==> config.mk <==
export PLATFORM = sky130hd
export DESIGN_NAME = sid_filter_sched
export DESIGN_NICKNAME = d
export VERILOG_FILES = /design/src/rtl/sid_filter_sched.sv
export SDC_FILE = /design/constraint.sdc
export NUM_CORES = 1
export LEC_CHECK = 0
export CAP_MARGIN = 15
export CORE_AREA = 10 10 47 49
export DETAILED_ROUTE_END_ITERATION = 16
export DIE_AREA = 0 0 57 59
export PLACE_DENSITY_LB_ADDON = 0.3
export SLEW_MARGIN = 0
export SYNTH_ARGS = -nofsm -noshare
export SYNTH_HDL_FRONTEND = slang
export SYNTH_SLANG_ARGS = --single-unit
export TNS_END_PERCENT = 5
==> constraint.sdc <==
create_clock -name clk -period 2.88 [get_ports clk]
set_clock_uncertainty 0.15 [all_clocks]
set_input_delay 0.288 -clock clk [delete_from_list [all_inputs] [get_ports clk]]
set_output_delay 0.288 -clock clk [all_outputs]
set_load 0.01 [all_outputs]
==> src/rtl/sid_filter_sched.sv <==
// sid_filter_sched: time-multiplexes one sid_filter pipeline
// across up to N_SID SID instances, eight cycles per instance.
module sid_filter_sched #(
    parameter int N_SID = 2,
    parameter int SEL_W = (N_SID > 1) ? $clog2(N_SID) : 1
) (
    input  logic             clk,
    input  logic             rst,
    input  logic             tick,
    input  logic [3:0]       n_active,
    input  logic             clr_overrun,
    output logic [2:0]       stage,
    output logic [SEL_W-1:0] sel,
    output logic             state_we,
    output logic             audio_valid,
    output logic             busy,
    output logic             overrun
);

    typedef enum logic {
        S_IDLE,
        S_RUN
    } state_t;

    state_t           r_state;
    logic [2:0]       r_k;
    logic [SEL_W-1:0] r_sel;
    logic [SEL_W-1:0] r_last;
    logic [2:0]       r_stage;
    logic             r_state_we;
    logic             r_audio_valid;
    logic             r_overrun;

    logic [3:0]       w_n_eff;
    logic [3:0]       w_n_last;
    logic             w_last_gap;
    logic             w_accept;
    logic             w_reject;

    // Clamp the requested instance count into 1..N_SID
    always_comb begin
        w_n_eff = n_active;
        if (n_active == 4'd0) begin
            w_n_eff = 4'd1;
        end else if (n_active > 4'(N_SID)) begin
            w_n_eff = 4'(N_SID);
        end
        w_n_last = w_n_eff - 4'd1;
    end

    // A tick is taken in IDLE or in the gap slot of the last instance
    assign w_last_gap = (r_state == S_RUN) && (r_k == 3'd7)
                        && (r_sel == r_last);
    assign w_accept   = tick && ((r_state == S_IDLE) || w_last_gap);
    assign w_reject   = tick && !w_accept;

    // Sequencer FSM with registered stage/strobe outputs
    always_ff @(posedge clk) begin
        if (rst) begin
            r_state       <= S_IDLE;
            r_k           <= 3'd0;
            r_sel         <= '0;
            r_last        <= '0;
            r_stage       <= 3'd0;
            r_state_we    <= 1'b0;
            r_audio_valid <= 1'b0;
        end else if (w_accept) begin
            r_state       <= S_RUN;
            r_k           <= 3'd0;
            r_sel         <= '0;
            r_last        <= w_n_last[SEL_W-1:0];
            r_stage       <= 3'd1;
            r_state_we    <= 1'b0;
            r_audio_valid <= 1'b0;
        end else if (r_state == S_RUN) begin
            if (r_k == 3'd7) begin
                r_k           <= 3'd0;
                r_state_we    <= 1'b0;
                r_audio_valid <= 1'b0;
                if (r_sel == r_last) begin
                    r_state <= S_IDLE;
                    r_sel   <= '0;
                    r_stage <= 3'd0;
                end else begin
                    r_sel   <= r_sel + 1'b1;
                    r_stage <= 3'd1;
                end
            end else begin
                r_k           <= r_k + 3'd1;
                r_stage       <= (r_k == 3'd6) ? 3'd0 : r_k + 3'd2;
                r_state_we    <= (r_k == 3'd5);
                r_audio_valid <= (r_k == 3'd6);
            end
        end
    end

    // Sticky overrun; a rejected tick beats a clear
    always_ff @(posedge clk) begin
        if (rst) begin
            r_overrun <= 1'b0;
        end else if (w_reject) begin
            r_overrun <= 1'b1;
        end else if (clr_overrun) begin
            r_overrun <= 1'b0;
        end
    end

    assign stage       = r_stage;
    assign sel         = r_sel;
    assign state_we    = r_state_we;
    assign audio_valid = r_audio_valid;
    assign busy        = (r_state == S_RUN);
    assign overrun     = r_overrun;

endmodule

# ---- Word level (Yosys, flattened, before mapping)
# Cells that the tools add are included.
dict set report op_classes {
  n_eq_ne 4
  add_sub_neg 4
  bitwise_logic 1
  mul 0
  mux 17
  shift 0
  reduce_logical 11
  order_cmp 1
  n_div 0
}
# operator count
set op_table {}
lappend op_table {{two-way mux 1 bit} 14}
lappend op_table {{equality test 3 bit, second input constant} 3}
lappend op_table {{two-way mux 3 bit} 3}
lappend op_table {{> comparator 4 x 2 -> 1 bit, second input constant} 1}
lappend op_table {{logical AND 1 bit} 4}
lappend op_table {{zero test 4 bit} 1}
lappend op_table {{nonzero test 2 bit} 2}
lappend op_table {{adder 3 x 1 -> 3 bit, second input constant} 1}
lappend op_table {{adder 3 x 2 -> 3 bit, second input constant} 1}
lappend op_table {{AND reduction 2 bit} 1}
lappend op_table {{OR reduction 2 bit} 1}
lappend op_table {{adder 1 bit, second input constant} 1}
lappend op_table {{equality test 1 bit} 1}
lappend op_table {{zero test 1 bit} 1}
lappend op_table {{logical OR 1 bit} 1}
lappend op_table {{inverter 1 bit} 1}
lappend op_table {{subtractor 1 bit, second input constant} 1}
dict set report word_totals {
  in_bits 8
  romBits 0
  reg_bits 12
  ramBits 0
  latchBits 0
  n_memories 0
}

# ---- Logic depth before layout (Yosys ltp)
# Gate-level depths: netlist of the first run.
dict set report logic_depth {
  word_depth 8
  ltp_mapped 5
}

# ---- Worst setup path before layout of the first run
# No wires, ideal clock.
dict set report synth_path {
  path_type {reg-to-reg}
  from {register r_k[0]}
  to {register r_stage[2], in the netlist stage[2]}
  synth_period_minus_slack_ns 1.639
  setup_time_ns 0.088
  path_buffers 0
  path_slack_ns 1.241
  arrival_ns 1.401
  required_time_ns 2.642
  stages_incl_launch_ff 6
  cell_sequence {dfxtp_1 -> ha_1 -> ha_1 -> a21bo_1 -> a21o_4 -> a311oi_2}
}
dict set report synth_between {
  elab_chain_len 6
}
# item line_no
set synth_lines {}
lappend synth_lines {{start, declared} 26} ;# logic [2:0] r_k;
lappend synth_lines {{start signal, assigned} 89} ;# r_k <= r_k + 3'd1;
lappend synth_lines {{parallel branches: the longest is 6 deep, another holds adder 3 x 2 -> 3 bit} n/a}
lappend synth_lines {{end signal, assigned} 90} ;# r_stage <= (r_k == 3'd6) ? 3'd0 : r_k + 3'd2;
lappend synth_lines {{end, declared} 29} ;# logic [2:0] r_stage;
# Several ways; the timed one is not identified.
# A chain may end at the register's enable or synchronous reset.

# ---- Final worst setup path of the first run
dict set report layout_path {
  from {register r_state, in the netlist busy}
  to {output port busy}
}
# item line_no
set layout_rtl {}
lappend layout_rtl {{start, declared} 25} ;# state_t r_state;
lappend layout_rtl {{start signal, assigned} 60} ;# r_state <= S_IDLE;
lappend layout_rtl {{start signal, assigned} 68} ;# r_state <= S_RUN;
lappend layout_rtl {{start signal, assigned} 81} ;# r_state <= S_IDLE;
lappend layout_rtl {{end, declared} 16} ;# output logic busy,
# No word-level cell between the ends.

==> results of run 1 <==
-- registers in the layout, indices dropped and copies added, names as in the netlist --
name         count
audio_valid      1
busy             1
overrun          1
r_k              3
r_last           1
sel              1
stage            3
state_we         1
-- worst paths after layout --
kind / startpoint / end / slack (ps) / depth (start not counted)
worst max-delay path: busy$_SDFF_PP0_ / busy / 940 / 1
worst min-delay path: state_we$_SDFFE_PP0P_ / state_we$_SDFFE_PP0P_ / 310 / 2
worst max register to register: r_k[0]$_SDFFE_PP0P_ / stage[2]$_SDFFE_PP0P_ / 1080 / 5
worst min register to register: state_we$_SDFFE_PP0P_ / state_we$_SDFFE_PP0P_ / 310 / 2
-- cells in the final DEF (no fill, tap or decap), drive strengths merged, types with 2 or more instances in the layout --
master	count
ha	5
dfxtp	12
nor2b	3
a21oi	5
clkdlybuf4s50	14
a311oi	2
nand2	7
clkbuf	4
inv	5
nor2	10
-- cell families (layout without fill, tap and decap cells) --
group / count (synthesis) / count (layout) / share of synthesized area (%)
and+or+nand+nor: 25 / 25 / 20.22
AOI/OAI and AO/OA: 15 / 15 / 20.66
DFF: 12 / 12 / 42.20
buffers and inverters: 6 / 23 / 4.175
adders and majority gates: 5 / 5 / 10.99
muxes: 1 / 1 / 1.758
-- metal layers --
metal	vias to the layer above	global-route usage [%]	routed length, um
li1	256	-	-
met3	4	4.721	95
met4	0	5.034	21
met1	224	8.685	519
met2	8	12.25	571
met5	-	0	0
-- Yosys cell counts (all sizes together) (2+ instances only) --
master,number
a21oi,5
inv,5
ha,5
a311oi,2
nor2b,3
nor2,10
nand2,7
dfxtp,12
-- cell type report --
class,instances,area (um2),share of cell area (%)
well taps,16,20.02,2.632
inverters,5,18.77,2.467
clock buffers,4,36.28,4.770
flip-flops and latches,12,240.2,31.58
multi-input cells,46,305.3,40.13
repair buffers,14,140.1,18.42
-- power by group through the flow --
stage / Sequential [W] / Combinational, W / Clock, W
finish: 0.000180 / 0.0000466 / 0.000135
global route: 0.000182 / 0.0000521 / 0.000148
detailed placement: 0.000184 / 0.0000469 / 0
global placement: 0.000184 / 0.0000464 / 0
CTS: 0.000180 / 0.0000471 / 0.000143
floorplan: 0.000183 / 0.0000247 / 0
-- per-stage QoR --
stage	hold WS, ps	setup WS [ps]	power (W)
after floorplan	210.1	1241	0.0002076
after global routing	339.8	846.2	0.0003820
final	314.3	937.9	0.0003615
after detailed placement	310.0	1091	0.0002312
after global placement	304.1	1119	0.0002304
after CTS	321.6	912.5	0.0003703
==> impl_metrics.py, run 1 <==
metrics = {
    "cts": {
        "path_clk_slew_ps": 80,
        "cts_tree": "built",
        "cts_sinks": 12,
        "holdBufCountCts": 0,
        "root_buffer": "clkbuf_4",
        "numCtsBuffers": 3,
        "cts_buffer_depth": 2,
        "cts_setup_buffers": 0,
        "cts_resized": 0,
        "cts-htree-levels": 1,
        "clk_latency_ps": 270,
    },
    "pwr": {
        "p_per_area_mw_per_mm2": 475.2,
        "peakVddDrop_mv": 0.2070,
        "p_int_w": 0.0002760,
        "power_frac_seq_pct": 49.9,
        "pwr-share-comb_pct": 12.9,
        "switching_share_pct": 23.64,
        "p_sw_w": 0.00008544,
        "clkPwrFrac_pct": 37.2,
        "leakagePower_nw": 0.2917,
    },
    "yosys": {
        "async_flop_share_pct": 0,
        "syn_inst": 64,
        "yosysTopAreaCell": "dfxtp_1",
        "ys_ff_latch": 12,
        "synth_edf_count": 0,
        "synthTopCellsByArea": "dfxtp_1 (42%), ha_1 (11%), nor2_1 (6.6%), nand2_1 (4.6%), a21oi_1 (4.4%)",
        "syn_avg_cell_area_um2": 8.895,
        "syn_area_um2": 569.3,
        "synth.distinct_cells": 24,
        "yosysSeqAreaShare_pct": 42.20,
        "synth_nets": 77,
        "synth_top_area_share_pct": 42.20,
        "yosys_warnings": 0,
        "synthFlopType": "dfxtp_1",
    },
    "critical_path": {
        "crit_path_end_kind": "output pin",
        "cp_data_arrival_time_ps": 1500,
        "slowest_delay_ps": 630,
        "crit_path_top_delay_cell": "clkdlybuf4s50_1",
        "critPathMaxFanout": 14,
        "cp_top_family": "buffers and inverters",
        "path_cells": "clkdlybuf4s50_1",
        "worstPathRequired_ps": 2440,
        "path_class": "reg2out",
        "cp_num_buf_inv": 1,
        "start_kind": "register",
    },
    "placement": {
        "placed_cells": 93,
        "placed_area_um2": 724.4,
        "place_congestion": 0.7679,
        "io_buffer_count": 14,
        "hpwl_um": 902.9,
    },
    "final_layout": {
        "design_area_um2": 760.7,
        "utilization_pct": 54.29,
        "fin_nets": 95,
        "finalNonFillerCells": 97,
        "antenna_cells": 0,
        "final_layout_size_suffix_gt1_share_pct": 7.407,
        "area_growth_syn_to_layout_pct": 33.63,
        "n_fill_cell": 142,
    },
    "floorplanning": {
        "initial_core_util_pct": 40.63,
        "die_area_mm2": 0.003363,
        "fp.coreArea_mm2": 0.001401,
        "dieHeight_um": 59,
        "ios": 16,
        "row_count": 14,
        "die_x_um": 57,
    },
    "timing": {
        "fin_tns_setup_ps": 0,
        "maxSlewViolCount": 0,
        "hold_viol_final": 0,
        "period_share_pct": 67.44,
        "max-slew-margin-rel_pct": 70.21,
        "max_freq_ghz": 0.5149,
        "setup_viol": 0,
        "rsz0062_at_grt": "no",
        "period_minus_slack_ps": 1942,
        "tightest_slew_ps": 446.2,
    },
    "routing": {
        "wl_per_cell_um": 12.45,
        "vias": 492,
        "routed_wirelength_um": 1208,
        "dr.pass1.iters": 4,
        "remaining_drc_errors": 0,
        "drt_iter0_drc": 9,
        "viasPerCell": 5.072,
        "ant_nets": 0,
    },
    "global_route": {
        "track_usage_pct": 8.170,
        "antenna_found_initial": 0,
        "first_global_vias": 481,
        "grt_pass1_wl_um": 2187,
        "grt_max_degree": 15,
        "overflow": 0,
    },
    "status": {
        "status": "completed",
    },
    "worst_hold_path": {
        "hold_path_class": "reg2reg",
    },
    "job": {
        "maxCapViolations": 0,
    },
}
(Power assumes the default switching activity.)
==> run 2, diff against run 1 <==
clock period = 1.8 ns   (was 2.88 ns; I/O delays follow)
==> run 2 against run 1 <==
Sequential cell count did not move. Power up 61%. Worst setup slack got worse by 820 ps.
==> impl_metrics.py, run 2 (same netlist as run 1, synthesis figures left out) <==
metrics = {
    "timing": {
        "max-slew-margin-rel_pct": 81.34,
        "setup_viol": 0,
        "max_freq_ghz": 0.5940,
        "tightest_slew_ps": 279.5,
        "setup_ws_ps": 116.6,
        "period_minus_slack_ps": 1683,
        "period_share_pct": 93.52,
        "fin_tns_setup_ps": 0,
        "rsz0062_at_grt": "no",
        "maxSlewViolCount": 0,
        "hold_viol_final": 0,
    },
    "pwr": {
        "p_sw_w": 0.0001371,
        "leakagePower_nw": 0.3129,
        "power_frac_seq_pct": 48.7,
        "pwr-share-comb_pct": 14.6,
        "clkPwrFrac_pct": 36.7,
        "finalPower_w": 0.0005828,
        "p_int_w": 0.0004457,
        "switching_share_pct": 23.52,
        "p_per_area_mw_per_mm2": 737.0,
        "peakVddDrop_mv": 0.3504,
    },
    "global_route": {
        "grt_max_degree": 10,
        "antenna_found_initial": 0,
        "first_global_vias": 494,
        "track_usage_pct": 8.177,
        "overflow": 0,
        "grt_pass1_wl_um": 2180,
    },
    "routing": {
        "viasPerCell": 5.218,
        "wl_per_cell_um": 12.84,
        "routed_wirelength_um": 1297,
        "ant_nets": 0,
        "remaining_drc_errors": 0,
        "vias": 527,
        "drt_iter0_drc": 14,
        "dr.pass1.iters": 4,
    },
    "final_layout": {
        "mostFrequentLayoutCells": "clkdlybuf4s50_1 (14), dfxtp_1 (12), nor2_1 (10)",
        "final_common_cell": "clkdlybuf4s50_1",
        "fin_nets": 99,
        "antenna_cells": 0,
        "design_area_um2": 790.8,
        "area_growth_syn_to_layout_pct": 38.90,
        "utilization_pct": 56.43,
        "final_layout_size_suffix_gt1_share_pct": 11.76,
    },
    "cts": {
        "cts_tree": "built",
        "holdBufCountCts": 0,
        "root_buffer": "clkbuf_4",
        "path_clk_slew_ps": 80,
        "cts_buffer_depth": 2,
        "clk_latency_ps": 270,
        "cts-htree-levels": 1,
        "cts_resized": 0,
        "cts_sinks": 12,
        "numCtsBuffers": 3,
        "cts_setup_buffers": 0,
    },
    "placement": {
        "hpwl_um": 984.5,
        "io_buffer_count": 14,
        "place_congestion": 0.7783,
        "placed_area_um2": 754.5,
        "dp_slack_ps": 173.0,
    },
    "job": {
        "maxCapViolations": 0,
    },
    "critical_path": {
        "cp_top_family": "buffers and inverters",
        "cp_data_arrival_time_ps": 1350,
        "worstReg2RegEnd": "stage[2]$_SDFFE_PP0P_",
        "crit_path_end_kind": "output pin",
        "r2r-start": "r_k[0]$_SDFFE_PP0P_",
        "path_class": "reg2out",
        "worstPathRequired_ps": 1470,
        "slowest_delay_ps": 600,
        "ff2ff_setup_slack_ps": 160,
        "critPathMaxFanout": 9,
        "crit_path_top_delay_cell": "clkdlybuf4s50_1",
        "reg2reg_depth": 5,
        "cp_num_buf_inv": 1,
        "start_kind": "register",
        "path_cells": "clkdlybuf4s50_1",
    },
    "floorplanning": {
        "row_count": 14,
        "fp.coreArea_mm2": 0.001401,
        "die_x_um": 57,
        "die_area_mm2": 0.003363,
        "initial_core_util_pct": 40.63,
        "ios": 16,
        "dieHeight_um": 59,
    },
    "worst_hold_path": {
        "holdPathStages": 2,
        "hold_path_class": "reg2reg",
        "min-delay-start": "state_we$_SDFFE_PP0P_",
        "hold_end": "state_we$_SDFFE_PP0P_",
    },
    "status": {
        "status": "completed",
    },
}
run 2: cell count changes in the layout (fill, tap and decap cells not counted):
cell / before / now
buf_4: 0 / 4
run 2: routing by layer:
layer | wire [um] | GRT usage, % | vias to the layer above | part of all wire, %
met5 | 0 | 0 | - | 0
met4 | 10 | 5.034 | 0 | 0.77
met3 | 118 | 4.721 | 2 | 9.1
met2 | 653 | 13.02 | 14 | 50
met1 | 514 | 8.102 | 245 | 40
li1 | - | - | 266 | -
run 2: how the worst max path moves through the flow:
stage          slack, ps  cells past startpoint                start                    end
3_3_place_gp         210                      5  r_k[0]$_SDFFE_PP0P_  stage[2]$_SDFFE_PP0P_
2_1_floorplan        160                      5  r_k[0]$_SDFFE_PP0P_  stage[2]$_SDFFE_PP0P_
3_5_place_dp         170                      5  r_k[0]$_SDFFE_PP0P_  stage[2]$_SDFFE_PP0P_
6_report             120                      1      busy$_SDFF_PP0_                   busy
4_1_cts              100                      1      busy$_SDFF_PP0_                   busy
5_1_grt               50                      1      busy$_SDFF_PP0_                   busy
run 2: power groups by stage:
stage / logic, W / registers (W) / clock network, W
after global placement: 0.0000830 / 0.000290 / 0
after floorplan: 0.0000396 / 0.000293 / 0
final: 0.0000848 / 0.000284 / 0.000214
after CTS: 0.0000855 / 0.000284 / 0.000224
after global routing: 0.0000948 / 0.000286 / 0.000237
after detailed placement: 0.0000850 / 0.000290 / 0
run 2: per-stage QoR:
stage	cells	hold slack (ps)
finish	101	314.6
global route	101	336.6
CTS	101	321.8
detailed placement	97	310.8
global placement	97	305.9
floorplan	64	102.1
run 2: final cells by class:
class,instances,area (um2)
clock buffer,4,36.28
fill,130,610.6
inverter,5,18.77
multi-input combinational,46,305.3
sequential,12,240.2
tap,16,20.02
timing repair buffer,18,170.2
